`config.mk`:
```
export PLATFORM = sky130hd
export DESIGN_NAME = debounce_pulse_gen
export DESIGN_NICKNAME = d
export VERILOG_FILES = /design/src/rtl/debounce_pkg.sv /design/src/rtl/sync_2ff.sv /design/src/rtl/debounce_pulse_gen.sv
export SDC_FILE = /design/constraint.sdc
export NUM_CORES = 1
export LEC_CHECK = 0
export CELL_PAD_IN_SITES_DETAIL_PLACEMENT = 0
export CELL_PAD_IN_SITES_GLOBAL_PLACEMENT = 1
export CORE_ASPECT_RATIO = 1.5
export CORE_MARGIN = 5
export CORE_UTILIZATION = 41
export CTS_BUF_LIST = sky130_fd_sc_hd__clkbuf_16
export CTS_CLUSTER_DIAMETER = 50
export CTS_CLUSTER_SIZE = 12
export DETAILED_ROUTE_END_ITERATION = 12
export HOLD_SLACK_MARGIN = 0.03
export MAX_ROUTING_LAYER = met4
export PLACE_DENSITY = 0.83
export SYNTH_ARGS = -nofsm -noshare
export SYNTH_HDL_FRONTEND = slang
export SYNTH_SLANG_ARGS = --single-unit
export TNS_END_PERCENT = 5
```
`constraint.sdc`:
```
create_clock -name clk1 -period 2 [get_ports clk1]
set_input_delay 0.4 -clock clk1 [delete_from_list [all_inputs] [get_ports clk1]]
set_output_delay 0.4 -clock clk1 [all_outputs]
set_load 0.02 [all_outputs]
```
`src/rtl/debounce_pkg.sv`:
```
// Shared definitions for the button debouncer: FSM state encoding and the
// elaboration-time counter sizing check.
package debounce_pkg;

    typedef enum logic [1:0] {
        IDLE_LOW  = 2'b00,
        WAIT_HIGH = 2'b01,
        IDLE_HIGH = 2'b11,
        WAIT_LOW  = 2'b10
    } state_t;

    // True when a CNT_W-bit counter can hold every value 0..stable_cnt-1.
    function automatic bit cnt_w_fits(input int cnt_w, input int stable_cnt);
        return (longint'(1) << cnt_w) >= longint'(stable_cnt);
    endfunction

endpackage

```
`src/rtl/sync_2ff.sv`:
```
// Two-flop synchroniser bringing a single asynchronous bit into the clk1 domain.
module sync_2ff (
    input  logic clk1,
    input  logic clr_n,
    input  logic async_bit,
    output logic sync_bit
);

    logic sync_p0;
    logic sync_p1;

    always_ff @(posedge clk1 or negedge clr_n) begin
        if (!clr_n) begin
            sync_p0 <= 1'b0;
            sync_p1 <= 1'b0;
        end else begin
            sync_p0 <= async_bit;
            sync_p1 <= sync_p0;
        end
    end

    assign sync_bit = sync_p1;

endmodule

```
`src/rtl/debounce_pulse_gen.sv`:
```
// Debounces a raw button input and produces a clean level plus one-cycle
// press/release pulses; press_pulse feeds the downstream toggle counter enable.
module debounce_pulse_gen
    import debounce_pkg::*;
#(
    parameter int STABLE_CNT = 50000,
    parameter int CNT_W      = 16
) (
    input  logic clk1,
    input  logic clr_n,
    input  logic btn_in,
    output logic btn_level,
    output logic press_pulse,
    output logic release_pulse,
    output logic busy
);

    if (STABLE_CNT < 2 || !cnt_w_fits(CNT_W, STABLE_CNT)) begin : g_param_check
        $fatal(1, "debounce_pulse_gen: STABLE_CNT must be >= 2 and fit in CNT_W bits");
    end

    localparam logic [CNT_W-1:0] CNT_LAST = CNT_W'(STABLE_CNT - 1);

    logic             btn_sync;
    state_t           state;
    logic [CNT_W-1:0] cnt;

    sync_2ff u_sync (
        .clk1      (clk1),
        .clr_n     (clr_n),
        .async_bit (btn_in),
        .sync_bit  (btn_sync)
    );

    // Any opposite sample during a WAIT state drops back to IDLE, so a later
    // attempt always starts counting from zero again.
    always_ff @(posedge clk1 or negedge clr_n) begin
        if (!clr_n) begin
            state         <= IDLE_LOW;
            cnt           <= '0;
            btn_level     <= 1'b0;
            press_pulse   <= 1'b0;
            release_pulse <= 1'b0;
            busy          <= 1'b0;
        end else begin
            press_pulse   <= 1'b0;
            release_pulse <= 1'b0;
            case (state)
                IDLE_LOW: begin
                    if (btn_sync) begin
                        state <= WAIT_HIGH;
                        cnt   <= '0;
                        busy  <= 1'b1;
                    end
                end
                WAIT_HIGH: begin
                    if (!btn_sync) begin
                        state <= IDLE_LOW;
                        cnt   <= '0;
                        busy  <= 1'b0;
                    end else if (cnt == CNT_LAST) begin
                        state       <= IDLE_HIGH;
                        cnt         <= '0;
                        busy        <= 1'b0;
                        btn_level   <= 1'b1;
                        press_pulse <= 1'b1;
                    end else begin
                        cnt <= cnt + CNT_W'(1);
                    end
                end
                IDLE_HIGH: begin
                    if (!btn_sync) begin
                        state <= WAIT_LOW;
                        cnt   <= '0;
                        busy  <= 1'b1;
                    end
                end
                WAIT_LOW: begin
                    if (btn_sync) begin
                        state <= IDLE_HIGH;
                        cnt   <= '0;
                        busy  <= 1'b0;
                    end else if (cnt == CNT_LAST) begin
                        state         <= IDLE_LOW;
                        cnt           <= '0;
                        busy          <= 1'b0;
                        btn_level     <= 1'b0;
                        release_pulse <= 1'b1;
                    end else begin
                        cnt <= cnt + CNT_W'(1);
                    end
                end
                default: begin
                    state <= IDLE_LOW;
                    cnt   <= '0;
                    busy  <= 1'b0;
                end
            endcase
        end
    end

endmodule

```
==> metrics <==
run status=finished, violations left; failing checks=setup timing; Max Fanout on Critical Path=3; Slew headroom=0.645; placed instance count=216; Finished Layout Cells=220; Synth Cell Area=0.00147 mm^2; post-DR vias/cell=6.00; worst-skew pair later-pin latency=260 ps; top cell type's share of synthesized area=0.409; worst reg2reg path depth=4; PnR worst setup slack=-103 ps; Synth warnings=0; Top Family by Delay on Critical Path=simple AND/OR/NAND/NOR gates; I/O Pins=7; maximum vdd ir drop=0.669 mV; crit path cell chain=or4_4, or4_4, a21oi_2, mux2_2; Area contributors post-synth=dfrtp_1 41%, ha_1 4.3%, a21oi_1 3.7%; DR pass1 iterations=4; full die area=0.00491 mm^2; number of global-route vias before repair=1378; Clock Path Buffers=2; initial antenna violation count=0; antenna cell count=0; Worst path max stage delay=530 ps; P&R area growth vs syn=21.1%; Worst Setup Start Kind=flip-flop; All-Layer GR Usage=0.171; Final Hold Fails=0; chip height=83.3 um; CTS H-tree depth=1; GPL Wtd Cong=0.904; setup TNS=-473 ps; clock-pin transition on the worst setup and hold timing paths=60 ps; first-pass GRT wire length=between 6000 and 7000 um; Async S/R FF share, synth=1.00; Mapped Nets=approximately 160; Initial DRC Count=76; number of distinct library cells after synthesis=42; core area=0.00345 mm^2; syn_area_per_cell=9.42 um^2; Port Buffer Count=6; fin. max-slew vios=0; critical path's slowest cell=or4_4; worst path bufs/invs=0; Slew @ Worst Pin=roughly 530 ps; Rows=26; WP depth=4; Cell Pwr Density=1090 mW/mm^2; Worst EP arrival=2250 ps; total power=0.00194 W; CTS Buf Count=3; Final Skew=2.12 ps; Vias=1319; Post-synth EDFFs=0; Period minus WS final=2100 ps; GR Overflow Total=0; Synth Instances=around 160; Seq/Total Area, Yosys=0.409; Die Wd=58.9 um; Num Clock Sinks=24; area leader, netlist=dfrtp_1; Lkg Pwr=0.728 nW; Post-CTS Hold Fix Bufs=0; Tcrit/Tclk final=1.05; WL/cell=17.2 um; endpoints failing setup=10; Place WS=-86.8 ps; critical path class=reg -> reg; DRC violations left=0; Final ANT Viol Nets=0; required time of the critical path=2140 ps; share of cells above drive strength 1=0.185; CTS tree=yes; starting density of the core=0.426; #FFs+latches synth=24; final wirelength=3770 um; Hold Crit Depth=0; Crit path top cell by count=or4_4; Final nets=187; RSZ-0062 raised after global routing=true; largest net degree at the start of global routing=25; Most used DFF post-synth=dfrtp_1; Min-Delay Path Class=reg -> reg; R2R setup slack=-100 ps; Max Fclk=around 0.48 GHz; placed wire-length estimate=2820 um; Clk Tree Root Cell=clkbuf_16; Worst setup EP type=flip-flop; number of max-cap violations=0
==> registers in the layout, indices dropped and copies added, names as in the netlist <==
register and count:
btn_level 1, busy 1, cnt 16, press_pulse 1, release_pulse 1, state 2, u_sync.sync_bit 1, u_sync.sync_p0 1
==> logic make-up after synthesis <==
group / synth area share
DFF: 0.409
adders and majority gates: 0.0426
muxes: 0.0289
and+or+nand+nor: 0.265
AOI/OAI and AO/OA: 0.183
buffers and inverters: 0.0723
==> final timing paths <==
kind	startpoint	endpoint
setup / recovery	cnt[11]	state[1]
hold / removal	u_sync.sync_p0	u_sync.sync_bit
setup reg to reg	cnt[11]	state[1]
hold reg to reg	u_sync.sync_p0	u_sync.sync_bit
max in group asynchronous	clr_n	cnt[15]
min in group asynchronous	clr_n	cnt[10]
==> layout by cell type, fill, tap and decap left out, types with 3 or more instances in the layout <==
cell type	n
or3_1	4
ha_1	5
clkdlybuf4s50_1	6
nand4_1	7
o22ai_1	3
nor3_1	3
nand4b_1	5
o21ai_0	8
o211ai_1	5
clkbuf_16	3
buf_4	21
inv_1	7
nand3_1	7
dfrtp_1	24
and4_1	3
a21oi_1	10
a31oi_1	5
nor2_1	7
nand3b_1	3
nand2_1	13
==> Yosys cell counts (2+ instances only) <==
master     n
dfrtp_1   24
nand2_1   13
a21oi_1   11
o21ai_0    8
inv_1      7
nand3_1    7
nand4_1    7
nor2_1     7
a31oi_1    5
ha_1       5
nand4b_1   5
o211ai_1   5
or3_1      4
a41oi_1    3
and4_1     3
buf_6      3
clkbuf_1   3
nand3b_1   3
nor3_1     3
o22ai_1    3
or4_1      3
clkbuf_8   2
mux2_2     2
mux2i_1    2
==> through the flow <==
| stage | hold slack (ps) | area, um^2 | utilization |
|---|---|---|---|
| floorplan | 104 | 1470 | - |
| global placement | 332 | 1660 | 0.483 |
| detailed placement | 335 | 1660 | 0.483 |
| CTS | 349 | 1770 | 0.513 |
| global route | 375 | 1780 | 0.516 |
| finish | 348 | 1780 | 0.516 |
==> layer usage <==
layer | GRT usage | up-vias | routed length [um]
met5 | - | - | 0
met4 | 0.0907 | 0 | 129
met3 | 0.0140 | 12 | 114
met2 | 0.280 | 28 | 1970
met1 | 0.202 | 635 | 1560
li1 | - | 644 | -
==> timing repair <==
action	in CTS	in global routing
buffers inserted	0	0
cloned	0	0
pin swaps	0	1
endpoints found under the setup margin	7	16
hold endpoints to repair	0	0
resized for setup	0	2
==> final cells by class <==
cell class	count	area (um^2)
timing repair buffer	27	218
clock inverter	1	30.0
sequential	24	601
multi-input combinational	116	778
fill	341	1670
clock buffer	3	75.1
tap	42	52.6
inverter	7	26.3
==> power breakdown <==
group          internal, W  leakage (nW)  switching [W]
clock network     0.000398        0.0511       0.000175
registers         0.000528         0.324      0.0000305
logic             0.000317         0.353       0.000493
total              0.00124         0.728       0.000699
Note: power is estimated with default switching activity, not from simulation.
